## src/rtl/imem_boot_loader.sv

```systemverilog
// imem_boot_loader: loads a length-prefixed, XOR-checked byte stream into IMEM, then releases the core reset.
module imem_boot_loader #(
    parameter int ADDR_W      = 10,
    parameter int TIMEOUT_CYC = 1000000
) (
    input  logic              clk,
    input  logic              rst,
    input  logic              start,
    input  logic              byte_valid,
    input  logic [7:0]        byte_data,
    output logic              byte_ready,
    output logic              imem_write_en,
    output logic [ADDR_W-1:0] imem_write_addr,
    output logic [31:0]       imem_write_data,
    output logic              rst_im,
    output logic              core_rst,
    output logic              done,
    output logic              error,
    output logic [1:0]        error_code
);
    localparam int TW = (TIMEOUT_CYC > 2) ? $clog2(TIMEOUT_CYC) : 1;
    typedef enum logic [3:0] {IDLE, CLR, LEN0, LEN1, DATA, WRITE, CSUM, RUN, ERROR} state_t;
    state_t state, state_n;
    logic [1:0] code_n;
    logic [ADDR_W:0] addr;
    logic [15:0] len;
    logic [7:0] len_lo, csum;
    logic [1:0] byte_idx;
    logic [TW-1:0] tcnt;
    logic xfer, loading, expire;
    logic [15:0] len_n;
    assign xfer    = byte_valid & byte_ready;
    assign loading = state inside {LEN0, LEN1, DATA, CSUM};
    assign expire  = loading && !xfer && tcnt == TW'(TIMEOUT_CYC - 2);
    assign len_n   = {byte_data, len_lo};
    assign imem_write_addr = addr[ADDR_W-1:0];
    always_comb begin
        state_n = state;
        code_n  = error_code;
        if (expire) begin
            state_n = ERROR;
            code_n  = 2'd3;
        end else begin
            case (state)
                IDLE, RUN, ERROR: state_n = start ? CLR : state;
                CLR: begin
                    state_n = LEN0;
                    code_n  = 2'd0;
                end
                LEN0: state_n = xfer ? LEN1 : LEN0;
                LEN1: if (xfer) begin
                    state_n = (32'(len_n) > 32'(2**ADDR_W)) ? ERROR : (len_n == 16'd0) ? CSUM : DATA;
                    code_n  = (32'(len_n) > 32'(2**ADDR_W)) ? 2'd1 : error_code;
                end
                DATA: state_n = (xfer && byte_idx == 2'd3) ? WRITE : DATA;
                WRITE: state_n = (32'(addr) + 32'd1 == 32'(len)) ? CSUM : DATA;
                CSUM: if (xfer) begin
                    state_n = (byte_data == csum) ? RUN : ERROR;
                    code_n  = (byte_data == csum) ? error_code : 2'd2;
                end
                default: state_n = IDLE;
            endcase
        end
    end
    always_ff @(posedge clk) begin
        if (rst) begin
            state           <= IDLE;
            core_rst        <= 1'b1;
            rst_im          <= 1'b0;
            imem_write_en   <= 1'b0;
            byte_ready      <= 1'b0;
            done            <= 1'b0;
            error           <= 1'b0;
            error_code      <= 2'd0;
            imem_write_data <= '0;
            addr            <= '0;
            len             <= '0;
            len_lo          <= '0;
            csum            <= '0;
            byte_idx        <= '0;
            tcnt            <= '0;
        end else begin
            state         <= state_n;
            error_code    <= code_n;
            byte_ready    <= state_n inside {LEN0, LEN1, DATA, CSUM};
            rst_im        <= state_n == CLR;
            imem_write_en <= state_n == WRITE;
            done          <= state_n == RUN;
            error         <= state_n == ERROR;
            core_rst      <= state_n != RUN;
            if (state == CLR) begin
                addr            <= '0;
                len             <= '0;
                csum            <= '0;
                byte_idx        <= '0;
                tcnt            <= '0;
                imem_write_data <= '0;
            end else begin
                tcnt <= (loading && !xfer) ? tcnt + 1'b1 : '0;
                if (xfer && state != CSUM) csum <= csum ^ byte_data;
                if (xfer && state == LEN0) len_lo <= byte_data;
                if (xfer && state == LEN1) len <= len_n;
                // byte 0 ends up in [7:0] after four right-shifts
                if (xfer && state == DATA) begin
                    imem_write_data <= {byte_data, imem_write_data[31:8]};
                    byte_idx        <= byte_idx + 2'd1;
                end
                if (state == WRITE) addr <= addr + 1'b1;
            end
        end
    end
endmodule
```

## config.mk

```make
export PLATFORM = sky130hd
export DESIGN_NAME = imem_boot_loader
export DESIGN_NICKNAME = d
export VERILOG_FILES = /design/src/rtl/imem_boot_loader.sv
export SDC_FILE = /design/constraint.sdc
export NUM_CORES = 1
export LEC_CHECK = 0
export ABC_AREA = 1
export CAP_MARGIN = 25
export CORE_MARGIN = 3
export CORE_UTILIZATION = 60
export DETAILED_ROUTE_END_ITERATION = 8
export PLACE_DENSITY = 0.87
export SKIP_CTS_REPAIR_TIMING = 1
export SYNTH_ARGS = -nofsm -noshare
export SYNTH_HDL_FRONTEND = slang
export SYNTH_SLANG_ARGS = --single-unit
```

## constraint.sdc

```tcl
create_clock -name clk -period 3.2 [get_ports clk]
set_clock_uncertainty 0.15 [all_clocks]
set_input_delay 0.64 -clock clk [delete_from_list [all_inputs] [get_ports clk]]
set_output_delay 0.64 -clock clk [all_outputs]
set_load 0.03 [all_outputs]
```

==> metrics.md <==
| Metric | Value |
|---|---|
| Commonest cells after routing, fill and taps aside | 134 x nand2_1, 113 x nor2_1, 109 x dfxtp_1, 80 x o21ai_0, 68 x inv_1 |
| Synthesized-area fraction occupied by adder cells | 0.974% |
| Net switching power figure | 673 uW |
| Worst path required time | 2410 ps |
| Initial DRC count | 289 |
| Final Util | 72.3% |
| H-Tree Depth | 3 |
| Top delay family on crit path | buffers and inverters |
| End of the worst register-to-register path | byte_ready |
| Die Y | 98.5 um |
| Filler Cells Inserted | 693 |
| Mux share of post-synthesis cell area | 0% |
| Clock share of power | 33.9% |
| Hold path start | error_code[1] |
| Largest cells by area after synthesis | dfxtp_1 42%, nand2_1 9.8%, nor2_1 8.3% |
| Reg clk slew, reported paths | 100 ps |
| R2r worst-path depth | 13 |
| Mapped Nets | 745 |
| Synthesis-to-finish area growth | 16.2% |
| Tot Pwr | 2.53 mW |
| Final period util | 77.8% |
| # rows | 33 |
| # setup viols final | 0 |
| Stages on worst setup path | 1 |
| Reg power frac | 55.5% |
| Initial antenna violation count | 0 |
| Multi-input logic area | 2460 sq um |
| Gate power share | 10.6% |
| Leak | 2.43 nW |
| CTS tree | done |
| Crit Path Max Fanout | 10 |
| Sw Ratio | 26.6% |
| Syn Std Cell Area | 5140 sq um |
| Top-area cell type share of the netlist area | 42.5% |
| Largest net degree at the start of global routing | 26 |
| Yosys warning count | 0 |
| Int Pwr | 1.86 mW |
| Crit. Startpoint | addr[0] |
| Drt via density | 5.41 |
| TritonCTS Buffers | 9 |
| Max-slew violations | 0 |
| Number of inserted diodes | 0 |
| # IOs | 62 |
| XOR/XNOR Fraction of Synth Area | 1.36% |
| Slowest cell on crit path | clkdlybuf4s50_1 |
| Post-synth cell types | 35 |
| Hold Violations, Final | 0 |
| Routed len/inst | 13.4 um |
| CTS Buffer Depth | 2 |
| Worst path bufs/invs | 1 |
| Seq. cell area | 2180 sq um |
| Layout Nets | 792 |
| Critical path launch point type | flip-flop |
| Commonest non-fill, non-tap cell in the layout | nand2_1 |
| Worst path cell trace | clkdlybuf4s50_1 |
| Slew @ Worst Pin | 480 ps |
| Critical Path AT | 1700 ps |
| Syn Area/Cell | 7.05 sq um |
| Simple-gate share of the synthesized area | 30.3% |
| Core area | 8260 sq um |
| Slew headroom | 68.0% |
| First drt pass iteration count | 5 |
| Reg2reg start | addr[0] |
| Vias | 4789 |
| PwrDens | 424 nW/um^2 |
| Outcome | finished clean |
| DIE AREA | 9710 sq um |
| DP HPWL | 8910 um |
| Yosys top cell by area | dfxtp_1 |
| RePlAce Congestion | 0.912 |
| Register area share after synthesis | 42.5% |
| TNS Setup | 0 ps |
| Synthesized instance count | 729 |
| Port-buffer cells | 61 |
| CTS sink cnt | 109 |
| Share of cells above drive strength 1 | 10.2% |
| Max-cap violations | 0 |
| Hold path depth | 2 |
| Largest family of logic cells by synthesized area | simple AND/OR/NAND/NOR gates |
| Worst vdd ir | 0.261 mV |
| Largest stage delay, worst path | 750 ps |
| DR DRC count | 0 |
| Vias in the first global route | 4520 |
| Final wirelength | 11900 um |
| Die W | 98.5 um |
| First-pass GRT wire length | 20400 um |
| Gr ovfl total | 0 |
| Initial core utilization | 62.2% |
| Critical path class | reg -> out |
| Crit path time final | 2490 ps |
| Post-synthesis compound-gate area fraction | 15.3% |
| Routed Antenna Nets | 0 |
| R2R setup slack | 940 ps |
| Worst Hold End | error_code[1] |
| Worst-skew pair later-pin latency | 380 ps |
| Worst setup EP type | primary output |
| Unrepaired setup endpoints after global routing | false |
| Tot GR Track Use | 25.3% |
| Fmax | 402 MHz |
| HP Class | reg -> reg |
| Synthesized flop and latch total | 109 |
| CTS root buf | clkbuf_8 |
-- logic make-up (layout without fill, tap and decap cells) --
| kind of cell | Yosys count | in the layout |
|---|---|---|
| adders and majority gates | 4 | 4 |
| xor gates and xnor gates | 8 | 8 |
| buffers and inverters | 117 | 169 |
| and+or+nand+nor | 340 | 340 |
| DFF | 109 | 109 |
| AOI/OAI and AO/OA | 151 | 151 |
-- state kept, by name, indices dropped and copies added, names as in the netlist, 2 cells and up --
register / count
addr: 11
byte_idx: 2
csum: 8
error_code: 2
imem_write_data: 32
len: 16
len_lo: 8
state: 4
tcnt: 20
-- worst max-delay path by stage --
stage	endpoint	slack, ps
4_1_cts	imem_write_addr[0]	720
5_1_grt	imem_write_addr[0]	650
3_3_place_gp	byte_ready	620
2_1_floorplan	rst_im	1270
3_5_place_dp	core_rst	540
6_report	imem_write_addr[0]	710
-- cell type report --
cell class | instances | share of cell area [%]
Tap cell | 105 | 2.20
Multi-Input combinational cell | 503 | 41.2
Inverter | 84 | 5.28
Timing Repair Buffer | 69 | 11.2
Clock buffer | 10 | 2.30
Clock inverter | 6 | 1.22
Sequential cell | 109 | 36.5
-- metrics by stage --
step	setup slack, ps	instance area (sq um)	hold slack (ps)	cells
3_3_place_gp	620	5760	302	870
4_1_cts	715	5970	324	886
6_report	711	5970	322	886
5_1_grt	651	5970	346	886
2_1_floorplan	1270	5140	290	729
3_5_place_dp	544	5760	308	870
-- Yosys cell counts --
library cell / n
a211oi_2: 1
a21boi_0: 1
a21oi_1: 61
buf_2: 10
buf_4: 11
clkbuf_1: 12
clkinv_1: 2
dfxtp_1: 109
ha_1: 4
inv_1: 68
inv_2: 14
nand2_1: 134
nand2_2: 10
nand3_1: 28
nand3_2: 3
nand3b_1: 4
nand4_1: 11
nand4_4: 1
nor2_1: 113
nor2_2: 10
nor2_4: 6
nor3_1: 9
nor3_2: 2
nor3_4: 2
nor4_1: 2
nor4_2: 1
o21a_1: 1
o21ai_0: 80
o21ai_1: 2
o21ai_2: 3
o31ai_1: 2
or2_0: 1
or2_2: 3
xnor2_1: 3
xor2_1: 5
-- power by group through the flow --
stage / Clock [mW] / Combinational [mW] / Sequential [mW]
after floorplan: 0 / 0.185 / 1.44
after global placement: 0 / 0.256 / 1.43
after detailed placement: 0 / 0.265 / 1.43
after CTS: 0.870 / 0.265 / 1.40
after global routing: 0.924 / 0.301 / 1.41
final: 0.859 / 0.268 / 1.40
-- routing by layer --
metal	GRT usage [%]	vias to the layer above	wire [um]
li1	-	2428	-
met1	30.7	2180	5070
met2	44.8	157	5810
met3	4.88	24	749
met4	8.72	0	248
met5	0	-	0
Power figures use the tool's default switching activity.
